--- src/rtl/pipe_pkg.sv ---
// Shared MIPS pipeline constants: control-bundle bit positions, instruction
// register-field positions and the all-zero bubble control word.
package pipe_pkg;

    // Control bundle layout, LSB first
    localparam int ALUSRC     = 0;
    localparam int REGDST     = 1;
    localparam int MEMWRITE   = 2;
    localparam int MEMREAD    = 3;
    localparam int MEMTOREG   = 4;
    localparam int REGWRITE   = 5;
    localparam int ALUOP_LSB  = 6;
    localparam int ALUOP_MSB  = 7;
    localparam int BRANCH_LSB = 8;
    localparam int BRANCH_MSB = 9;

    localparam int REG_ADDR_W = 5;
    localparam int RS_MSB     = 25;
    localparam int RS_LSB     = 21;
    localparam int RT_MSB     = 20;
    localparam int RT_LSB     = 16;

    // Wide enough for any bundle width; users slice the low CTRL_W bits
    localparam int CTRL_MAX_W = 64;
    localparam logic [CTRL_MAX_W-1:0] CTRL_BUBBLE = '0;

endpackage

--- src/rtl/load_use_detect.sv ---
// Combinational load-use hazard detector between the EX load and the ID
// instruction; kept standalone so the forwarding unit can share it.
module load_use_detect
    import pipe_pkg::*;
(
    input  logic                  ex_valid,
    input  logic                  ex_mem_read,
    input  logic [REG_ADDR_W-1:0] ex_rt,
    input  logic                  id_valid,
    input  logic                  id_uses_rt,
    input  logic [REG_ADDR_W-1:0] id_rs,
    input  logic [REG_ADDR_W-1:0] id_rt,
    input  logic                  flush,
    output logic                  load_use,
    output logic                  hazard_stall
);

    logic rs_match;
    logic rt_match;

    // $0 is hardwired to zero, so a load targeting it never creates a dependency
    always_comb begin
        rs_match     = (ex_rt == id_rs);
        rt_match     = id_uses_rt & (ex_rt == id_rt);
        load_use     = ex_valid & ex_mem_read & id_valid & (ex_rt != '0) & (rs_match | rt_match);
        hazard_stall = load_use & ~flush;
    end

endmodule

--- src/rtl/id_exe_hazard_reg.sv ---
// ID/EX pipeline register with valid bit, hold, flush, built-in load-use
// bubble injection and a saturating bubble counter for performance debug.
module id_exe_hazard_reg
    import pipe_pkg::*;
#(
    parameter int DATA_W      = 32,
    parameter int CTRL_W      = 10,
    parameter int MEMREAD_IDX = MEMREAD,
    parameter int CNT_W       = 16
) (
    input  logic              clk,
    input  logic              reset,
    input  logic              stall_in,
    input  logic              flush_in,
    input  logic              id_valid_in,
    input  logic              id_uses_rt_in,
    input  logic [CTRL_W-1:0] id_ctrl_in,
    input  logic [DATA_W-1:0] id_read_data1_in,
    input  logic [DATA_W-1:0] id_read_data2_in,
    input  logic [DATA_W-1:0] id_imm_in,
    input  logic [DATA_W-1:0] id_instruction_in,
    input  logic [DATA_W-1:0] id_pc_in,
    output logic              ex_valid_out,
    output logic [CTRL_W-1:0] ex_ctrl_out,
    output logic [DATA_W-1:0] ex_read_data1_out,
    output logic [DATA_W-1:0] ex_read_data2_out,
    output logic [DATA_W-1:0] ex_imm_out,
    output logic [DATA_W-1:0] ex_instruction_out,
    output logic [DATA_W-1:0] ex_pc_out,
    output logic              hazard_stall_out,
    output logic [CNT_W-1:0]  bubble_count_out
);

    logic load_use;

    load_use_detect u_detect (
        .ex_valid     (ex_valid_out),
        .ex_mem_read  (ex_ctrl_out[MEMREAD_IDX]),
        .ex_rt        (ex_instruction_out[RT_MSB:RT_LSB]),
        .id_valid     (id_valid_in),
        .id_uses_rt   (id_uses_rt_in),
        .id_rs        (id_instruction_in[RS_MSB:RS_LSB]),
        .id_rt        (id_instruction_in[RT_MSB:RT_LSB]),
        .flush        (flush_in),
        .load_use     (load_use),
        .hazard_stall (hazard_stall_out)
    );

    // Priority: flush, then stall (hold), then load-use bubble, then normal load
    always_ff @(posedge clk or posedge reset) begin
        if (reset) begin
            ex_valid_out       <= 1'b0;
            ex_ctrl_out        <= CTRL_BUBBLE[CTRL_W-1:0];
            ex_read_data1_out  <= '0;
            ex_read_data2_out  <= '0;
            ex_imm_out         <= '0;
            ex_instruction_out <= '0;
            ex_pc_out          <= '0;
        end else if (flush_in || (!stall_in && load_use)) begin
            ex_valid_out       <= 1'b0;
            ex_ctrl_out        <= CTRL_BUBBLE[CTRL_W-1:0];
            ex_read_data1_out  <= '0;
            ex_read_data2_out  <= '0;
            ex_imm_out         <= '0;
            ex_instruction_out <= '0;
            ex_pc_out          <= '0;
        end else if (!stall_in) begin
            ex_valid_out       <= id_valid_in;
            ex_ctrl_out        <= id_valid_in ? id_ctrl_in : CTRL_BUBBLE[CTRL_W-1:0];
            ex_read_data1_out  <= id_read_data1_in;
            ex_read_data2_out  <= id_read_data2_in;
            ex_imm_out         <= id_imm_in;
            ex_instruction_out <= id_instruction_in;
            ex_pc_out          <= id_pc_in;
        end
    end

    // Counts only bubbles actually injected by load-use; sticks at all-ones
    always_ff @(posedge clk or posedge reset) begin
        if (reset) begin
            bubble_count_out <= '0;
        end else if (load_use && !stall_in && !flush_in && (bubble_count_out != '1)) begin
            bubble_count_out <= bubble_count_out + CNT_W'(1);
        end
    end

endmodule

--- config.mk ---
export PLATFORM = sky130hd
export DESIGN_NAME = id_exe_hazard_reg
export DESIGN_NICKNAME = d
export VERILOG_FILES = /design/src/rtl/pipe_pkg.sv /design/src/rtl/load_use_detect.sv /design/src/rtl/id_exe_hazard_reg.sv
export SDC_FILE = /design/constraint.sdc
export NUM_CORES = 1
export LEC_CHECK = 0
export ABC_AREA = 1
export CAP_MARGIN = 10
export CORE_AREA = 2 2 139 141
export CTS_BUF_LIST = sky130_fd_sc_hd__clkbuf_4
export DETAILED_ROUTE_END_ITERATION = 8
export DIE_AREA = 0 0 141 143
export GPL_TIMING_DRIVEN = 0
export MAX_ROUTING_LAYER = met4
export PLACE_DENSITY = 0.87
export SKIP_CTS_REPAIR_TIMING = 1
export SLEW_MARGIN = 20
export SYNTH_ARGS = -nofsm -noshare
export SYNTH_HDL_FRONTEND = slang
export SYNTH_SLANG_ARGS = --single-unit
export TNS_END_PERCENT = 20
--- constraint.sdc ---
create_clock -name clk -period 17.1 [get_ports clk]
set_clock_uncertainty 0.2 [all_clocks]
set_input_delay 5.13 -clock clk [delete_from_list [all_inputs] [get_ports clk]]
set_output_delay 5.13 -clock clk [all_outputs]
set_load 0.02 [all_outputs]
=== Word-level counts from Yosys, hierarchy flattened ===
Index checks and enable logic that the tools add are counted.

* Register bits: 187
* Latch bits: 0
* Bits in writable memories: 0
* Bits in read-only memories: 0
* Input bits: 176
* Output and inout bits: 188
* Logic and storage cells: 43
* Memories: 0

* $add $sub $neg: 1
* Multipliers: 0
* Divide/modulo/power cells: 0
* Magnitude comparators: 0
* Equal/unequal tests: 4
* Shift operators: 0
* Multiplexer cells: 15
* Bitwise operators: 8
* Reductions and logical operators: 7

{| class="wikitable"
|+ Operators with widths
! operator !! number
|-
| two-way mux 32 bit || 10
|-
| two-way mux 10 bit || 3
|-
| adder 16 x 1 -> 16 bit, second input constant || 1
|-
| != test 16 bit, second input constant || 1
|-
| == test 5 bit || 2
|-
| bitwise AND 1 bit || 6
|-
| nonzero test 5 bit || 1
|-
| logical AND 1 bit || 3
|-
| zero test 1 bit || 2
|-
| two-way mux 1 bit || 2
|-
| != test 2 x 1 -> 1 bit, second input constant || 1
|-
| logical OR 1 bit || 1
|-
| inverter 1 bit || 1
|-
| bitwise OR 1 bit || 1
|}

=== Logic depth before layout (Yosys ltp) ===
Gate-level depths: netlist of run 1.

* Word-level depth: 7
* Mapped depth: 11
* Mapped depth without buffers: 11

=== Modules after synthesis ===
From an unflattened synthesis of run 1, not the netlist that was laid out.

* Cells, all modules: 623
* Area, all modules: 7,493.4 sq um

{| class="wikitable"
|+ Modules (own cells, without submodules)
! module !! instances !! cells each !! area an instance (sq um)
|-
| id_exe_hazard_reg || 1 || 566 || 7,262.0
|-
| load_use_detect || 1 || 57 || 231.5
|}

=== Worst setup path after synthesis of run 1 ===
OpenSTA, ideal clock, no wires.

* Kind: input -> output
* Start: in id_instruction_in[16]
* End: out hazard_stall_out
* Arrival: 5,864 ps
* Data required time: 11,770 ps
* Setup slack: 5,906 ps
* Cell stages on the path: 8
* Cell sequence: inv_1 -> nand2_1 -> nand2_1 -> nor2_1 -> nand3_1 -> nand2_1 -> nand2_1 -> nor2_1

* Cells in the longest elaborated chain, start to end: 5

{| class="wikitable"
|+ RTL lines
! element !! line !! source
|-
| start, declared || id_exe_hazard_reg.sv:21 || <nowiki>input logic [DATA_W-1:0] id_instruction_in,</nowiki>
|-
| == test 5 bit || load_use_detect.sv:24 || <nowiki>rt_match = id_uses_rt & (ex_rt == id_rt);</nowiki>
|-
| bitwise AND 1 bit || load_use_detect.sv:24 ||
|-
| bitwise OR 1 bit || load_use_detect.sv:25 || <nowiki>load_use = ex_valid & ex_mem_read & id_valid & (ex_rt != '0) & (rs_match | rt_match);</nowiki>
|-
| bitwise AND 1 bit || load_use_detect.sv:25 ||
|-
| bitwise AND 1 bit || load_use_detect.sv:26 || <nowiki>hazard_stall = load_use & ~flush;</nowiki>
|-
| end, declared || id_exe_hazard_reg.sv:30 || <nowiki>output logic hazard_stall_out,</nowiki>
|}

Every way passes these cells.

=== Worst setup path after layout of run 1 ===
* Start: in id_instruction_in[17]
* End: out hazard_stall_out

The elaborated chain is that of the path after synthesis.

==> results of run 1 <==
## layout make-up
| type | count | share of cell area (%) |
|---|---|---|
| antenna | 2 | 0.0407 |
| sequential | 187 | 38.1 |
| multi-input combinational | 648 | 23.0 |
| clock inverter | 15 | 1.49 |
| buffer | 60 | 2.66 |
| inverter | 48 | 1.53 |
| timing repair buffer | 364 | 29.8 |
| tap | 234 | 2.38 |
| clock buffer | 17 | 1.04 |
## registers in the layout, indices dropped and copies added, names as in the netlist
signal / cells
ex_ctrl_out: 10
ex_imm_out: 32
ex_instruction_out: 32
ex_read_data1_out: 32
ex_pc_out: 32
ex_valid_out: 1
bubble_count_out: 16
ex_read_data2_out: 32
## cells by family (layout without fill, tap and decap cells)
family,count (synthesis),in the layout
simple gates,455,455
compound gates,188,188
flops,187,187
buf+inv,108,504
xor+xnor,4,4
fa+ha+maj,1,1
other cells,0,2
## synthesized netlist by cell type, types with 3 or more instances
cell | number | area, um^2
o21bai_1 | 16 | 120
nand3_1 | 34 | 170
nor2_1 | 35 | 131
o21ai_0 | 12 | 60.1
buf_2 | 9 | 45.0
buf_1 | 4 | 15.0
inv_1 | 42 | 158
xor2_1 | 3 | 26.3
dfrtp_1 | 187 | 4680
inv_2 | 6 | 22.5
buf_6 | 11 | 124
nand4_1 | 4 | 25.0
nand2_1 | 375 | 1410
clkbuf_1 | 34 | 128
a21oi_1 | 160 | 801
## stage by stage
stage | instances | hold WS, ns | total power [W]
after global placement | 1540 | 0.298 | 0.000662
final | 1575 | 0.330 | 0.000917
after global routing | 1575 | 0.350 | 0.000955
after CTS | 1573 | 0.334 | 0.000922
after floorplan | 943 | 0.295 | 0.000560
after detailed placement | 1541 | 0.304 | 0.000666
## report_power, final
group / leakage (nW) / switching [W] / internal, W
Sequential: 2.42 / 0.0000121 / 0.000463
Combinational: 2.97 / 0.0000933 / 0.0000893
Clock: 0.163 / 0.000178 / 0.0000812
## worst max-delay path: stages
cell and delay (ns):
clkdlybuf4s50_1 0.51, inv_1 0.07, nand2_1 0.05, nand2_1 0.05
nor2_1 0.11, nand3_1 0.09, nand2_1 0.16, nand2_1 0.08
nor2_1 0.09, clkdlybuf4s50_1 0.63
## cells in the final DEF, fill, tap and decap left out, drive strengths merged
cell	synthesis	layout
nand2	376	376
clkdlybuf4s50	0	363
dfrtp	187	187
a21oi	160	160
inv	48	55
clkbuf	34	51
nor2	36	36
nand3	35	35
buf	26	27
o21bai	16	16
o21ai	12	12
clkinv	0	6
nand4	5	5
xor2	3	3
diode	0	2
xnor2	1	1
and3	1	1
nor3	1	1
or2	1	1
ha	1	1
clkinvlp	0	1
bufinv	0	1
## layer usage
| layer | share of wire [%] | global-route usage, % | vias up |
|---|---|---|---|
| li1 | - | - | 3767 |
| met1 | 38 | 30.1 | 3766 |
| met4 | 2.8 | 8.84 | 0 |
| met2 | 51 | 45.8 | 319 |
| met3 | 8.3 | 8.95 | 54 |
| met5 | 0 | - | - |
## worst max-delay path by stage
stage	from	to	cells after the start	slack, ns
finish	id_instruction_in[17]	hazard_stall_out	10	4.79
global route	id_instruction_in[17]	hazard_stall_out	10	4.70
global placement	reset	ex_imm_out[0]	2	4.13
detailed placement	id_instruction_in[17]	hazard_stall_out	10	4.82
CTS	id_instruction_in[17]	hazard_stall_out	10	4.80
floorplan	id_instruction_in[16]	hazard_stall_out	8	5.91
==> impl_metrics.env, run 1 <==
export IMPL_synth_edf_count=0
export IMPL_period_needed_ns=12.31
export IMPL_crit_reg2reg_capture="bubble_count_out[13]"
export IMPL_drc=0
export IMPL_status="finished clean"
export IMPL_setup_tns_ns=0
export IMPL_numPortBuffers=363
export IMPL_r2r_start="bubble_count_out[0]"
export IMPL_initial_utilization_pct=43.1
export IMPL_cp_end_kind="primary output"
export IMPL_place_congestion=0.864
export IMPL_fp_dieH_um=143
export IMPL_required_ns=11.77
export IMPL_synth_mux_area_fraction_pct=0
export IMPL_ys_seq_area_share_pct=58.4
export IMPL_synth_main_ff_cell="dfrtp_1"
export IMPL_p_leak_nw=5.55
export IMPL_hpwl_mm=20.1
export IMPL_power_density_mw_per_mm2=74.6
export IMPL_drt_iter0_drc=399
export IMPL_worst_ep_arrival_time_ns=6.98
export IMPL_path_max_fanout=3
export IMPL_cts_root_buf="clkbuf_4"
export IMPL_netlist_instances=943
export IMPL_antenna_found_initial=2
export IMPL_clock_latency_ns=0.58
export IMPL_postLayoutCellArea_mm2=0.0123
export IMPL_synth_simple_area_share_pct=22.4
export IMPL_num_io_pins=364
export IMPL_htree_levels=4
export IMPL_ant_nets=0
export IMPL_synth_compound_area_share_pct=12.3
export IMPL_finalHoldViolCount=0
export IMPL_areaGrowthSynthToFinish_pct=53.4
export IMPL_utilization_pct=66.1
export IMPL_setup_ws_ns=4.79
export IMPL_rsz0062_at_grt="false"
export IMPL_r2r_slack_ns=14.86
export IMPL_hold_start="ex_imm_out[19]"
export IMPL_routed_via_density=5.02
export IMPL_coreArea_mm2=0.0186
export IMPL_grt_max_degree=101
export IMPL_ys_ff_latch=187
export IMPL_setup_worst_path_start_class="input pin"
export IMPL_drt_first_pass_iters=5
export IMPL_numCtsBuffers=17
export IMPL_grt_usage_pct=26.9
export IMPL_setup_violations_final=0
export IMPL_relSlewSlack_pct=52.5
export IMPL_maxSlewViolCount=0
export IMPL_async_flop_share_pct=100
export IMPL_ys_warn_count=0
export IMPL_row_count=50
export IMPL_synth_nets=1120
export IMPL_finalCritPeriodShare_pct=72.0
export IMPL_synth_top_family_by_area="simple AND/OR/NAND/NOR gates"
export IMPL_crit_type="in2out"
export IMPL_ys_types=25
export IMPL_hold_path_depth=2
export IMPL_synth_xor_area_share_pct=0.438
export IMPL_die_area_mm2=0.0202
export IMPL_fill_cells=1513
export IMPL_min_path_type="reg2reg"
export IMPL_syn_area_mm2=0.00801
export IMPL_ir_worst_vdd_mv=0.0459
export IMPL_pre_cts_slack_ns=4.82
export IMPL_wl_mm=26.5
export IMPL_clock_sinks=187
export IMPL_maxCapViolCount=0
export IMPL_fmax_mhz=81.2
export IMPL_nets=1503
export IMPL_clkSlewWorstSetupHoldPaths_ns=0.17
export IMPL_hold_end="ex_imm_out[19]"
export IMPL_multi_input_area_mm2=0.00282
export IMPL_post_drt_wl_per_cell_um=16.8
export IMPL_cts_tree="done"
export IMPL_clk_path_buf_depth=2
export IMPL_seqCellArea_mm2=0.00468
export IMPL_grt_overflow=0
export IMPL_rr_worst_depth=8
export IMPL_syn_area_per_cell_um2=8.49
export IMPL_grt_pass1_wl_mm=41.0
export IMPL_yosys_area_share_adder_pct=0.156
export IMPL_placed_area_mm2=0.0120
export IMPL_vias=7906
export IMPL_grt_pass1_vias=8015
export IMPL_worst_pin_slew_ns=0.712
export IMPL_drive_gt1_share_pct=5.00
export IMPL_die_w_um=141
(Power assumes the default switching activity.)
==> run 2, diff against run 1 <==
--- a/config.mk
+++ b/config.mk
@@ -7,10 +7,10 @@
 export LEC_CHECK = 0
 export ABC_AREA = 1
 export CAP_MARGIN = 10
-export CORE_AREA = 2 2 139 141
+export CORE_MARGIN = 2
+export CORE_UTILIZATION = 43
 export CTS_BUF_LIST = sky130_fd_sc_hd__clkbuf_4
 export DETAILED_ROUTE_END_ITERATION = 8
-export DIE_AREA = 0 0 141 143
 export GPL_TIMING_DRIVEN = 0
 export MAX_ROUTING_LAYER = met4
 export PLACE_DENSITY = 0.87
==> constraint.sdc (replaced) <==
create_clock -name clk -period 11.4 [get_ports clk]
set_clock_uncertainty 0.2 [all_clocks]
set_input_delay 3.42 -clock clk [delete_from_list [all_inputs] [get_ports clk]]
set_output_delay 3.42 -clock clk [all_outputs]
set_load 0.02 [all_outputs]
==> run 2 against run 1 <==
  * Via count up 1.1%
  * Final area rose by 0.20%
  * Hold slack worse by 0.00060 ns
  * Largest power group unchanged
  * Largest cell class unchanged
  * Sequential power increased by 50%
  * Count of clock-buffer cells in the layout grew 1
  * Sequential share of layout area down 0.078 points
==> impl_metrics.env, run 2 (synthesis results as in run 1) <==
export IMPL_vias=7992
export IMPL_htree_levels=4
export IMPL_coreArea_mm2=0.0181
export IMPL_nets=1503
export IMPL_postLayoutCellArea_mm2=0.0123
export IMPL_hpwl_mm=20.4
export IMPL_cts_root_buf="clkbuf_4"
export IMPL_initial_utilization_pct=44.3
export IMPL_grt_max_degree=96
export IMPL_antenna_found_initial=1
export IMPL_setup_violations_final=0
export IMPL_p_total_w=0.00141
export IMPL_finalHoldViolCount=0
export IMPL_status="finished clean"
export IMPL_grt_pass1_vias=7965
export IMPL_clk_path_buf_depth=2
export IMPL_setup_ws_ns=2.56
export IMPL_power_density_mw_per_mm2=115
export IMPL_drc=0
export IMPL_post_drt_wl_per_cell_um=17.2
export IMPL_finalCritPeriodShare_pct=77.5
export IMPL_hold_end="ex_instruction_out[25]"
export IMPL_grt_pass1_wl_mm=41.6
export IMPL_die_w_um=140
export IMPL_cts_tree="done"
export IMPL_met3_usage_pct=8.27
export IMPL_path_max_fanout=3
export IMPL_grt_most_used_layer="met2"
export IMPL_rr_worst_depth=8
export IMPL_relSlewSlack_pct=44.6
export IMPL_wl_mm=27.0
export IMPL_layout_commonest_cell="nand2_1"
export IMPL_hold_path_depth=2
export IMPL_num_io_pins=364
export IMPL_clkSlewWorstSetupHoldPaths_ns=0.15
export IMPL_maxSlewViolCount=0
export IMPL_r2r_start="bubble_count_out[0]"
export IMPL_numPortBuffers=363
export IMPL_clock_latency_ns=0.57
export IMPL_grt_usage_pct=27.9
export IMPL_row_count=49
export IMPL_worst_ep_arrival_time_ns=5.22
export IMPL_setup_tns_ns=0
export IMPL_fp_dieH_um=140
export IMPL_period_needed_ns=8.84
export IMPL_ant_nets=0
export IMPL_pre_cts_slack_ns=2.58
export IMPL_required_ns=7.78
export IMPL_p_leak_nw=5.57
export IMPL_hold_start="ex_instruction_out[25]"
export IMPL_place_congestion=0.861
export IMPL_min_path_type="reg2reg"
export IMPL_r2r_slack_ns=9.19
export IMPL_fmax_mhz=113
export IMPL_crit_type="in2out"
export IMPL_areaGrowthSynthToFinish_pct=53.7
export IMPL_clock_sinks=187
export IMPL_maxCapViolCount=0
export IMPL_drt_first_pass_iters=5
export IMPL_placed_area_mm2=0.0120
export IMPL_ir_worst_vdd_mv=0.0749
export IMPL_die_area_mm2=0.0197
export IMPL_cp_end_kind="primary output"
export IMPL_routed_via_density=5.09
export IMPL_met1_usage_pct=31.8
export IMPL_setup_worst_path_start_class="input pin"
export IMPL_drt_iter0_drc=455
export IMPL_layout_common_cells="nand2_1 (375), clkdlybuf4s50_1 (363), dfrtp_1 (187)"
export IMPL_numCtsBuffers=17
export IMPL_crit_reg2reg_capture="bubble_count_out[13]"
export IMPL_drive_gt1_share_pct=4.93
export IMPL_use_met2_pct=46.2
export IMPL_rsz0062_at_grt="false"
export IMPL_worst_pin_slew_ns=0.831
export IMPL_grt_overflow=0
-- run 2: metal layers --
layer	vias to the layer above	share of wire (%)
met1	3827	38
met3	58	8.6
met2	346	50
met4	0	3.5
li1	3761	-
met5	-	0
-- run 2: area by class of cell --
type,instances,area (um^2)
buffer,60,327
clock buffer,18,135
tap,229,287
sequential,187,4680
clock inverter,14,209
antenna,1,2.50
fill,1429,5780
multi-input combinational,648,2820
timing repair buffer,364,3660
inverter,48,188
-- run 2: how the worst max path moves through the flow --
| stage | from | end | slack, ns | cells after the start |
|---|---|---|---|---|
| 6_report | id_instruction_in[18] | hazard_stall_out | 2.56 | 10 |
| 2_1_floorplan | reset | bubble_count_out[0] | 2.69 | 1 |
| 3_3_place_gp | reset | ex_imm_out[8] | 0.08 | 2 |
| 4_1_cts | id_instruction_in[17] | hazard_stall_out | 2.57 | 10 |
| 3_5_place_dp | id_instruction_in[17] | hazard_stall_out | 2.58 | 10 |
| 5_1_grt | id_instruction_in[18] | hazard_stall_out | 2.47 | 10 |
-- run 2: critical path, cell delays in order --
cell	delay [ns]
clkdlybuf4s50_1	0.52
inv_1	0.08
nand2_1	0.06
nand2_1	0.05
nor2_1	0.08
nand3_1	0.07
nand2_1	0.15
nand2_1	0.07
nor2_1	0.09
clkdlybuf4s50_1	0.64
-- run 2: through the flow --
step           cells  utilization (%)  hold WS [ns]
2_1_floorplan    943                -         0.295
3_3_place_gp    1535             65.9         0.297
3_5_place_dp    1536             66.1         0.304
4_1_cts         1568             68.0         0.332
5_1_grt         1569             68.1         0.344
6_report        1569             68.1         0.329
-- run 2: where the power goes --
| part | leakage, nW | internal (W) | switching (W) |
|---|---|---|---|
| Combinational | 2.97 | 0.000134 | 0.000140 |
| Clock | 0.181 | 0.000183 | 0.000244 |
| Sequential | 2.42 | 0.000694 | 0.0000184 |
| Total | 5.57 | 0.00101 | 0.000403 |
